### config.mk
export PLATFORM = sky130hd
export DESIGN_NAME = dual_issue_scheduler
export DESIGN_NICKNAME = d
export VERILOG_FILES = /design/src/rtl/dual_issue_scheduler.sv
export SDC_FILE = /design/constraint.sdc
export NUM_CORES = 1
export LEC_CHECK = 0
export CAP_MARGIN = 0
export CORE_UTILIZATION = 49
export DETAILED_ROUTE_END_ITERATION = 12
export PLACE_DENSITY = 0.77
export SYNTH_ARGS = -nofsm -noshare
export SYNTH_HDL_FRONTEND = slang
export SYNTH_SLANG_ARGS = --single-unit
### constraint.sdc
create_clock -name clk -period 4.6 [get_ports clk]
set_clock_uncertainty 0.1 [all_clocks]
set_input_delay 1.15 -clock clk [delete_from_list [all_inputs] [get_ports clk]]
set_output_delay 1.15 -clock clk [all_outputs]
set_load 0.03 [all_outputs]
### src/rtl/dual_issue_scheduler.sv
// Decoupling queue between dual-issue fetch and decode. Accepts up to two instructions per cycle
// and offers up to two per cycle, pairing the second slot only when no hazard or rule forbids it.
module dual_issue_scheduler #(
    parameter int unsigned DEPTH = 4,
    parameter int unsigned PTR_W = 2
) (
    input  logic             clk,
    input  logic             rst,
    input  logic             flush,
    input  logic             in_valid_1,
    input  logic             in_valid_2,
    input  logic [31:0]      in_inst_1,
    input  logic [31:0]      in_inst_2,
    input  logic [9:0]       in_pc_1,
    input  logic [9:0]       in_pc_2,
    output logic             fetch_ready,
    input  logic             issue_stall,
    output logic             out_valid_1,
    output logic             out_valid_2,
    output logic [31:0]      out_inst_1,
    output logic [31:0]      out_inst_2,
    output logic [9:0]       out_pc_1,
    output logic [9:0]       out_pc_2,
    output logic [PTR_W:0]   count
);

    localparam logic [PTR_W:0] PAIR_MAX = (PTR_W + 1)'(DEPTH - 2);
    localparam logic [PTR_W:0] ONE      = (PTR_W + 1)'(1);

    logic [31:0]      inst_mem [DEPTH];
    logic [9:0]       pc_mem   [DEPTH];
    logic [PTR_W-1:0] rd_ptr_q, rd_ptr_d, wr_ptr_q, wr_ptr_d;
    logic [PTR_W-1:0] head_nxt, wr_nxt;
    logic [PTR_W:0]   count_q, count_d;
    logic [1:0]       push_n, pop_n;
    logic             push_en;
    logic             pair_ok;
    logic [4:0]       dest_head, dest_next;

    function automatic logic [4:0] dest_of(input logic [31:0] inst);
        logic [5:0] op;
        op = inst[31:26];
        if (op == 6'h00)                          return inst[15:11];
        else if (op == 6'h03)                     return 5'd31;
        else if (op[5:3] == 3'b001 || op == 6'h23) return inst[20:16];
        else                                      return 5'd0;
    endfunction

    function automatic logic is_ctrl(input logic [31:0] inst);
        logic [5:0] op;
        op = inst[31:26];
        return (op >= 6'h02 && op <= 6'h05) || (op == 6'h00 && inst[5:0] == 6'h08);
    endfunction

    function automatic logic is_mem(input logic [31:0] inst);
        return inst[31:26] == 6'h23 || inst[31:26] == 6'h2B;
    endfunction

    assign head_nxt    = rd_ptr_q + 1'b1;
    assign wr_nxt      = wr_ptr_q + 1'b1;
    assign count       = count_q;
    assign fetch_ready = count_q <= PAIR_MAX;
    assign out_inst_1  = inst_mem[rd_ptr_q];
    assign out_inst_2  = inst_mem[head_nxt];
    assign out_pc_1    = pc_mem[rd_ptr_q];
    assign out_pc_2    = pc_mem[head_nxt];
    assign out_valid_1 = count_q != '0;
    assign dest_head   = dest_of(out_inst_1);
    assign dest_next   = dest_of(out_inst_2);

    always_comb begin
        pair_ok = count_q > ONE;
        if (is_ctrl(out_inst_1)) pair_ok = 1'b0;
        if (is_mem(out_inst_1) && is_mem(out_inst_2)) pair_ok = 1'b0;
        if (dest_head != '0 &&
            (dest_head == out_inst_2[25:21] || dest_head == out_inst_2[20:16])) pair_ok = 1'b0;
        if (dest_head != '0 && dest_head == dest_next) pair_ok = 1'b0;
    end

    assign out_valid_2 = pair_ok;

    always_comb begin
        push_en  = fetch_ready & ~flush & in_valid_1;
        push_n   = push_en ? (in_valid_2 ? 2'd2 : 2'd1) : 2'd0;
        pop_n    = issue_stall ? 2'd0 : ({1'b0, out_valid_1} + {1'b0, out_valid_2});
        rd_ptr_d = rd_ptr_q + PTR_W'(pop_n);
        wr_ptr_d = wr_ptr_q + PTR_W'(push_n);
        count_d  = count_q + (PTR_W + 1)'(push_n) - (PTR_W + 1)'(pop_n);
        // Flush drops both the same-cycle push and pop, regardless of stall.
        if (flush) begin
            rd_ptr_d = '0;
            wr_ptr_d = '0;
            count_d  = '0;
        end
    end

    always_ff @(posedge clk or negedge rst) begin
        if (!rst) begin
            rd_ptr_q <= '0;
            wr_ptr_q <= '0;
            count_q  <= '0;
        end else begin
            rd_ptr_q <= rd_ptr_d;
            wr_ptr_q <= wr_ptr_d;
            count_q  <= count_d;
        end
    end

    always_ff @(posedge clk) begin
        if (push_en) begin
            inst_mem[wr_ptr_q] <= in_inst_1;
            pc_mem[wr_ptr_q]   <= in_pc_1;
            if (in_valid_2) begin
                inst_mem[wr_nxt] <= in_inst_2;
                pc_mem[wr_nxt]   <= in_pc_2;
            end
        end
    end

endmodule

==> results by group <==
Outcome
  – Run status: finished with violations
  – Violated checks: negative setup slack

Clocking
  – Hold-fix buffers at CTS: 0
  – Clock root buffer master: sky130_fd_sc_hd__clkbuf_16
  – Longest Clk Path Bufs: 2
  – Clk sinks: between 150 and 200
  – Clock buffer count from CTS: 17
  – Clock tree from TritonCTS: done
  – Clk pin slew, worst setup/hold paths: 0.07 ns
  – Latest clock arrival within the worst-skew pair: 0.43 ns
  – Number of H-tree levels: 4

Power
  – Psw: 2922 uW
  – Post-layout power: 7608 uW
  – IR drop worst, VDD: 0.2930 mV
  – Power Internal: 4686 uW
  – Leak pwr: approximately 0.0045 uW
  – Sequential cell fraction of total power: 0.256
  – Clock group share of total power: 0.192
  – Power per standard cell area: around 560 nW/um^2
  – Share of total power consumed by net switching: 0.3841
  – Combinational power share: 0.552

Synth
  – Count of mapped cells out of synthesis: 606
  – Synth warnings: 0
  – Number of flops mapped to enable cells by yosys: 168
  – Number of storage elements in the synthesis netlist: 175
  – Yosys top cell area share: 0.4963
  – Area of the mapped netlist: 10,160 sq um
  – Yosys cell types: 52
  – Seq/Total Area, Yosys: 0.5135
  – Mean Syn Cell Area: 16.77 sq um
  – Number of nets produced by synthesis: between 700 and 800
  – Share of flip-flops with an asynchronous set or reset after synthesis: 0.04000
  – Top cell type by total area after synthesis: sky130_fd_sc_hd__edfxtp_1
  – Main flop type after synthesis: sky130_fd_sc_hd__edfxtp_1
  – Cell types occupying the most area after synthesis: sky130_fd_sc_hd__edfxtp_1 (50%), sky130_fd_sc_hd__mux2_2 (19%), sky130_fd_sc_hd__mux4_2 (19%), sky130_fd_sc_hd__dfrtp_1 (1.7%), sky130_fd_sc_hd__xnor2_1 (1.0%)

Floorplanning
  – Initial core utilization: 0.5007
  – Top-level I/O count: 180
  – Row cnt: 52
  – Height of the die: around 150 microns
  – Floorplan Core Area: 20,300 sq um
  – Die area: 21,320 sq um
  – Die extent in x: 146.0 microns

GRT
  – Global-route wire length before repair: 42,920 microns
  – Overflow after GRT: 0
  – Antenna violations before repair: 0
  – Global Route Usage Sum: 0.2732
  – Maximum number of pins on one net before global-route repair: 40
  – Vias in the first global route: approximately 7.3k

Finish
  – Layout Area Growth over Synthesis: 33.89%
  – Leading cell types in the layout, fill and taps excluded: sky130_fd_sc_hd__clkdlybuf4s50_1 (178), sky130_fd_sc_hd__mux2_2 (169), sky130_fd_sc_hd__edfxtp_1 (168), sky130_fd_sc_hd__mux4_2 (84), sky130_fd_sc_hd__buf_4 (70)
  – Fin nets: 935
  – Footprint of the flip-flops and latches: 5228 sq um
  – Area of the multi-input gates: 4964 sq um
  – Most common cell after layout, fill and taps aside: sky130_fd_sc_hd__clkdlybuf4s50_1
  – Fraction of layout instances using a drive strength above 1: 0.4678
  – Count of inserted antenna diode cells: 0
  – Number of filler instances in the final layout: roughly 1.4k

Setup path
  – Worst Setup End Kind: primary output
  – R2R Setup Slk: -0.29 ns
  – Worst path max stage delay: 0.60 ns
  – Number of cells on the worst reg-to-reg path: 17
  – Cell chain of the critical path: mux4_2, or4_4, buf_4, nor4_4, mux2_2, nor4_1, nand4_1, o31ai_4, a211oi_4, buf_4, buf_6
  – CP delay by family, top: simple AND/OR/NAND/NOR gates
  – WS Path Type: register to primary output
  – Critical register-to-register path endpoint: count[2]
  – Worst R2R Start: rd_ptr_q[0]
  – Most used cell along the critical path: sky130_fd_sc_hd__buf_4
  – Crit path max-delay cell type: sky130_fd_sc_hd__or4_4
  – Critical Path AT: 3.75 ns
  – Critical path fanouts, max: 6
  – CP Launch Type: register
  – Total buffers and inverters traversed by the critical path: 3
  – Required time worst endpoint: 3.35 ns

Job
  – Max-cap viol count: 0

Worst hold path
  – Hold Path Sink: count[2]
  – Hold_sp: count[2]
  – Number of stages on the worst hold path: 2
  – Path type of the worst min-delay path: register to register

Placement
  – Count of input and output buffers: 179
  – Dpl ws: -0.3519 ns
  – Routability congestion estimate: 0.9133
  – Post-detail-place hpwl: between 15,000 and 20,000 microns

Timing
  – Post-layout worst setup margin: -0.3971 ns
  – Hold violation total from the final report: 0
  – Final clock period utilization by the worst path: 1.086
  – Setup TNS: -0.8830 ns
  – Rel. slew slack: 0.5619
  – Final setup violation count: 3
  – Time the final worst path needs with I/O delays and setup: 4.997 ns
  – Minimum hold slack: ~0.52 ns
  – Setup repair after global routing missed its margin: yes
  – Final-report max-slew violation count: 0
  – Slew at the pin closest to its max-slew limit: 0.6546 ns
  – Highest clock rate: around 0.20 GHz

Drt
  – Post-DRT Antenna Nets: 0
  – Post-route DRC: 0
  – Number of vias per cell after detailed routing: 6.153
  – Detailed-route wire length: 28,090 microns
  – Number of DRC markers after the initial detailed-route iteration: approximately 420
  – Average wire per standard cell: about 25 microns
  – Vias: roughly 6.9k
  – DRT Pass-1 Iters: 4
-- power groups by stage --
stage               Clock (uW)  Sequential [uW]  Combinational, uW
global route              1530             1960               4420
global placement             0             1970               3940
floorplan                    0             1970               2400
finish                    1460             1950               4200
detailed placement           0             1980               3960
CTS                       1480             1950               4090
-- registers in the layout, summed over array words and instances, names as in the netlist --
register	cells
count	3
inst_mem	128
wr_ptr_q	2
pc_mem	40
rd_ptr_q	2
-- cells by family (layout without fill, tap and decap cells) --
group,count (synthesis),count (layout),share of synthesized area
flip-flops,175,175,0.5135
AND/OR/NAND/NOR,74,74,0.04148
multiplexers,255,255,0.3753
adder cells (fa/ha/maj),5,5,0.007632
buffers and inverters,44,291,0.01945
XOR/XNOR,20,20,0.01723
AO/OA/AOI/OAI,33,33,0.02536
-- synthesized netlist by cell type (2+ instances only) --
cell,n
sky130_fd_sc_hd__a21oi_1,6
sky130_fd_sc_hd__a21oi_2,2
sky130_fd_sc_hd__a32oi_1,4
sky130_fd_sc_hd__and2_1,5
sky130_fd_sc_hd__and3_1,3
sky130_fd_sc_hd__and4b_1,3
sky130_fd_sc_hd__buf_2,17
sky130_fd_sc_hd__clkbuf_1,23
sky130_fd_sc_hd__dfrtp_1,7
sky130_fd_sc_hd__edfxtp_1,168
sky130_fd_sc_hd__fa_1,2
sky130_fd_sc_hd__ha_1,3
sky130_fd_sc_hd__inv_1,2
sky130_fd_sc_hd__mux2_2,169
sky130_fd_sc_hd__mux2i_1,2
sky130_fd_sc_hd__mux4_2,84
sky130_fd_sc_hd__nand2_1,10
sky130_fd_sc_hd__nand3_1,3
sky130_fd_sc_hd__nand4_1,2
sky130_fd_sc_hd__nor2_1,18
sky130_fd_sc_hd__nor2b_1,6
sky130_fd_sc_hd__nor3_1,4
sky130_fd_sc_hd__nor3b_1,2
sky130_fd_sc_hd__nor4_1,6
sky130_fd_sc_hd__nor4b_1,2
sky130_fd_sc_hd__o21ai_0,6
sky130_fd_sc_hd__o22ai_1,2
sky130_fd_sc_hd__or3_1,3
sky130_fd_sc_hd__xnor2_1,12
sky130_fd_sc_hd__xor2_1,8
-- worst max-delay path by stage --
stage	startpoint	to	slack [ns]	depth (start not counted)
finish	rd_ptr_q[0]	out_valid_2	-0.40	11
global route	rd_ptr_q[0]	out_valid_2	-0.53	11
CTS	rd_ptr_q[0]	out_valid_2	-0.45	10
detailed placement	rd_ptr_q[0]	count[2]	-0.35	18
global placement	rd_ptr_q[0]	count[2]	-0.33	18
floorplan	rd_ptr_q[0]	count[2]	-0.31	19
-- area by class of cell --
class,count,area share
repair buffers,257,0.1826
inverters,2,0.0005516
flip-flops and latches,175,0.3841
clock buffers,19,0.03181
clock inverters,13,0.01140
multi-input cells,387,0.3647
well taps,270,0.02482
-- tightest hold or removal path: cells and delay by family, from the launching register on --
family	cells	cell delay (ns)
flip-flops	1	0.42
AND/OR/NAND/NOR	1	0.04
XOR/XNOR	1	0.13
-- per-layer routing --
| metal | routed length (microns) | global-route usage |
|---|---|---|
| met4 | 524 | 0.08906 |
| met2 | 13660 | 0.4421 |
| met5 | 0 | 0 |
| met3 | 2439 | 0.07000 |
| met1 | 11460 | 0.3625 |
-- through the flow --
stage / area (sq um) / utilization / instances
after floorplan: 10220 / - / 606
after global placement: 12800 / 0.6306 / 1084
after detailed placement: 12800 / 0.6306 / 1084
after CTS: 13480 / 0.6641 / 1120
after global routing: 13610 / 0.6704 / 1123
final: 13610 / 0.6704 / 1123
-- timing repair --
| action | in CTS | in global routing |
|---|---|---|
| pin swaps | 4 | 9 |
| buffers inserted | 4 | 3 |
| gates resized for setup | 7 | 20 |
| gates cloned | 1 | 0 |
| endpoints found under the setup margin | 3 | 4 |
Power figures use the tool's default switching activity.
==> RTL edit, RTL diff (same settings) <==
Reset style: synchronous (`rst`), changed in one clocked block.
--- a/src/rtl/dual_issue_scheduler.sv
+++ b/src/rtl/dual_issue_scheduler.sv
@@ -96,3 +96,3 @@
 
-    always_ff @(posedge clk or negedge rst) begin
+    always_ff @(posedge clk) begin
         if (!rst) begin
Check against the original RTL: differs if rst is asserted again (counterexample within 4 cycles, from zero or initial values and one cycle with rst low); with rst held inactive, the same outputs for 4 cycles.
==> RTL edit against the original RTL <==
  * The flow still finishes with violations (setup timing)
  * Sequential cell count stayed put
  * Non-clock buffer count is 2 lower
  * Power is 24% lower
  * Wire length is 0.17% higher
  * Setup slack better by 0.24 ns
  * Register-to-register slack better by 0.16 ns
  * Final area is 0.38% higher
  * Utilization is 0.18 points lower
  * Cell count is 2.1% higher
  * Area after synthesis is 1.4% higher
  * Critical path type unchanged
==> RTL edit: results (changes against the original RTL) <==
Yosys
  – Synth cell count leaders: mux2_2, edfxtp_1, mux4_2
  – Async S/R FF share, synth: 0% (-4.0 points)
  – Synth top area cells: edfxtp_1, mux2_2, mux4_2
  – Seq/Total Area, Yosys: 50.3% (-1.0 points)
  – Syn nets: 731 (+4.3%)
  – Syn Area/Cell: 16.2 um2 (-3.4%)

Critical path
  – Worst path max stage delay: 0.62 ns (+0.02 ns)
  – CP Max Fanout: 8 (+2)
  – CP arrival: 3.50 ns (-0.25 ns)
  – Reg-to-reg slack, setup: -0.13 ns (+0.16 ns)

Timing
  – Worst slew pin tran: 0.642 ns (-0.0131 ns)
  – Setup total negative slack: -0.283 ns (+0.600 ns)
  – Final setup violation count: 2 (-1)
  – PnR worst setup slack: -0.154 ns (+0.243 ns)

Power
  – Power Combinational: 2410 uW (-43%)
  – Clock Power Share: 24.5% (+5.3 points)
  – Leak: 0.00457 uW (+1.2%)
  – Switching pwr: 2020 uW (-31%)
  – Peak supply drop: 0.263 mV (-10%)

Detailed routing
  – Final WL: 28.1 mm (+0.17%)
  – Initial drt markers: 368 (-11%)
  – Via count: 6964 (+0.78%)
  – DRT Pass-1 Iters: 5 (+1)

GRT
  – Gr usage total: 27.2% (-0.14 points)
  – Largest net degree at the start of global routing: 35 (-13%)
  – Vias in the first global route: 7536 (+2.7%)
  – First-pass GRT wire length: 43.7 mm (+1.7%)

Layout
  – Share of layout cells above drive strength 1: 45.7% (-1.1 points)
  – Final Non-Filler Cells: 1147 (+2.1%)
  – Antenna cells: 0 (unchanged)
  – Nets: 959 (+2.6%)

Placement
  – Post-DP HPWL: 20.1 mm (+7.2%)
  – GP Congestion: 0.901 (-1.4%)

Status
  – Status: finished, violations left
  – Failing checks: setup timing

CTS
  – H-tree level count: 4 (unchanged)
[RTL edit: timing repair]
item,in CTS,in global routing
pin swaps,14,4
endpoints found under the setup margin,2,3
setup buffers,9,6
gates resized for setup,14,6
[RTL edit: kinds of logic after synthesis]
family | after synthesis | share of synthesized area (%)
multiplexers | 253 | 36.6
buffers and inverters | 57 | 2.66
AND/OR/NAND/NOR | 91 | 5.48
XOR/XNOR | 17 | 1.44
flip-flops | 175 | 50.3
adder cells (fa/ha/maj) | 5 | 0.753
AO/OA/AOI/OAI | 38 | 2.77
[RTL edit: stage by stage]
stage	cell area (um2)	total power [uW]	util, %	hold slack (ns)
5_1_grt	13700	5980	66.9	0.580
4_1_cts	13600	5750	66.5	0.550
3_5_place_dp	12900	4280	63.1	0.561
2_1_floorplan	10400	3330	-	0.564
6_report	13700	5750	66.9	0.549
3_3_place_gp	12900	4250	63.1	0.507
[RTL edit: path summary, 6_finish.rpt]
kind	startpoint	to	cells after the start
setup reg to reg	rd_ptr_q[1]	count[2]	17
hold / removal	count[2]	count[2]	2
hold reg to reg	count[2]	count[2]	2
setup / recovery	rd_ptr_q[1]	out_valid_2	11
[RTL edit: area by class of cell]
class                           count  area [um2]
Fill cell                        1437        6770
Sequential cell                   175        5190
Multi-Input combinational cell    404        5020
Clock inverter                     15         145
Inverter                           11        41.3
Tap cell                          270         338
Clock buffer                       17         425
Timing Repair Buffer              255        2500
[RTL edit: metal layers]
metal	wire length (um)	part of all wire (%)	global-route usage, %	up-vias
met5	0	0	0	-
li1	-	-	-	3074
met2	14100	50	46.0	285
met4	419	1.5	7.84	0
met3	2130	7.6	7.14	38
met1	11400	41	34.5	3567
[RTL edit: worst min-delay path: stages (launching register included)]
cell and delay, ns:
dfxtp_1 0.38, xnor2_1 0.18, nor2_1 0.05
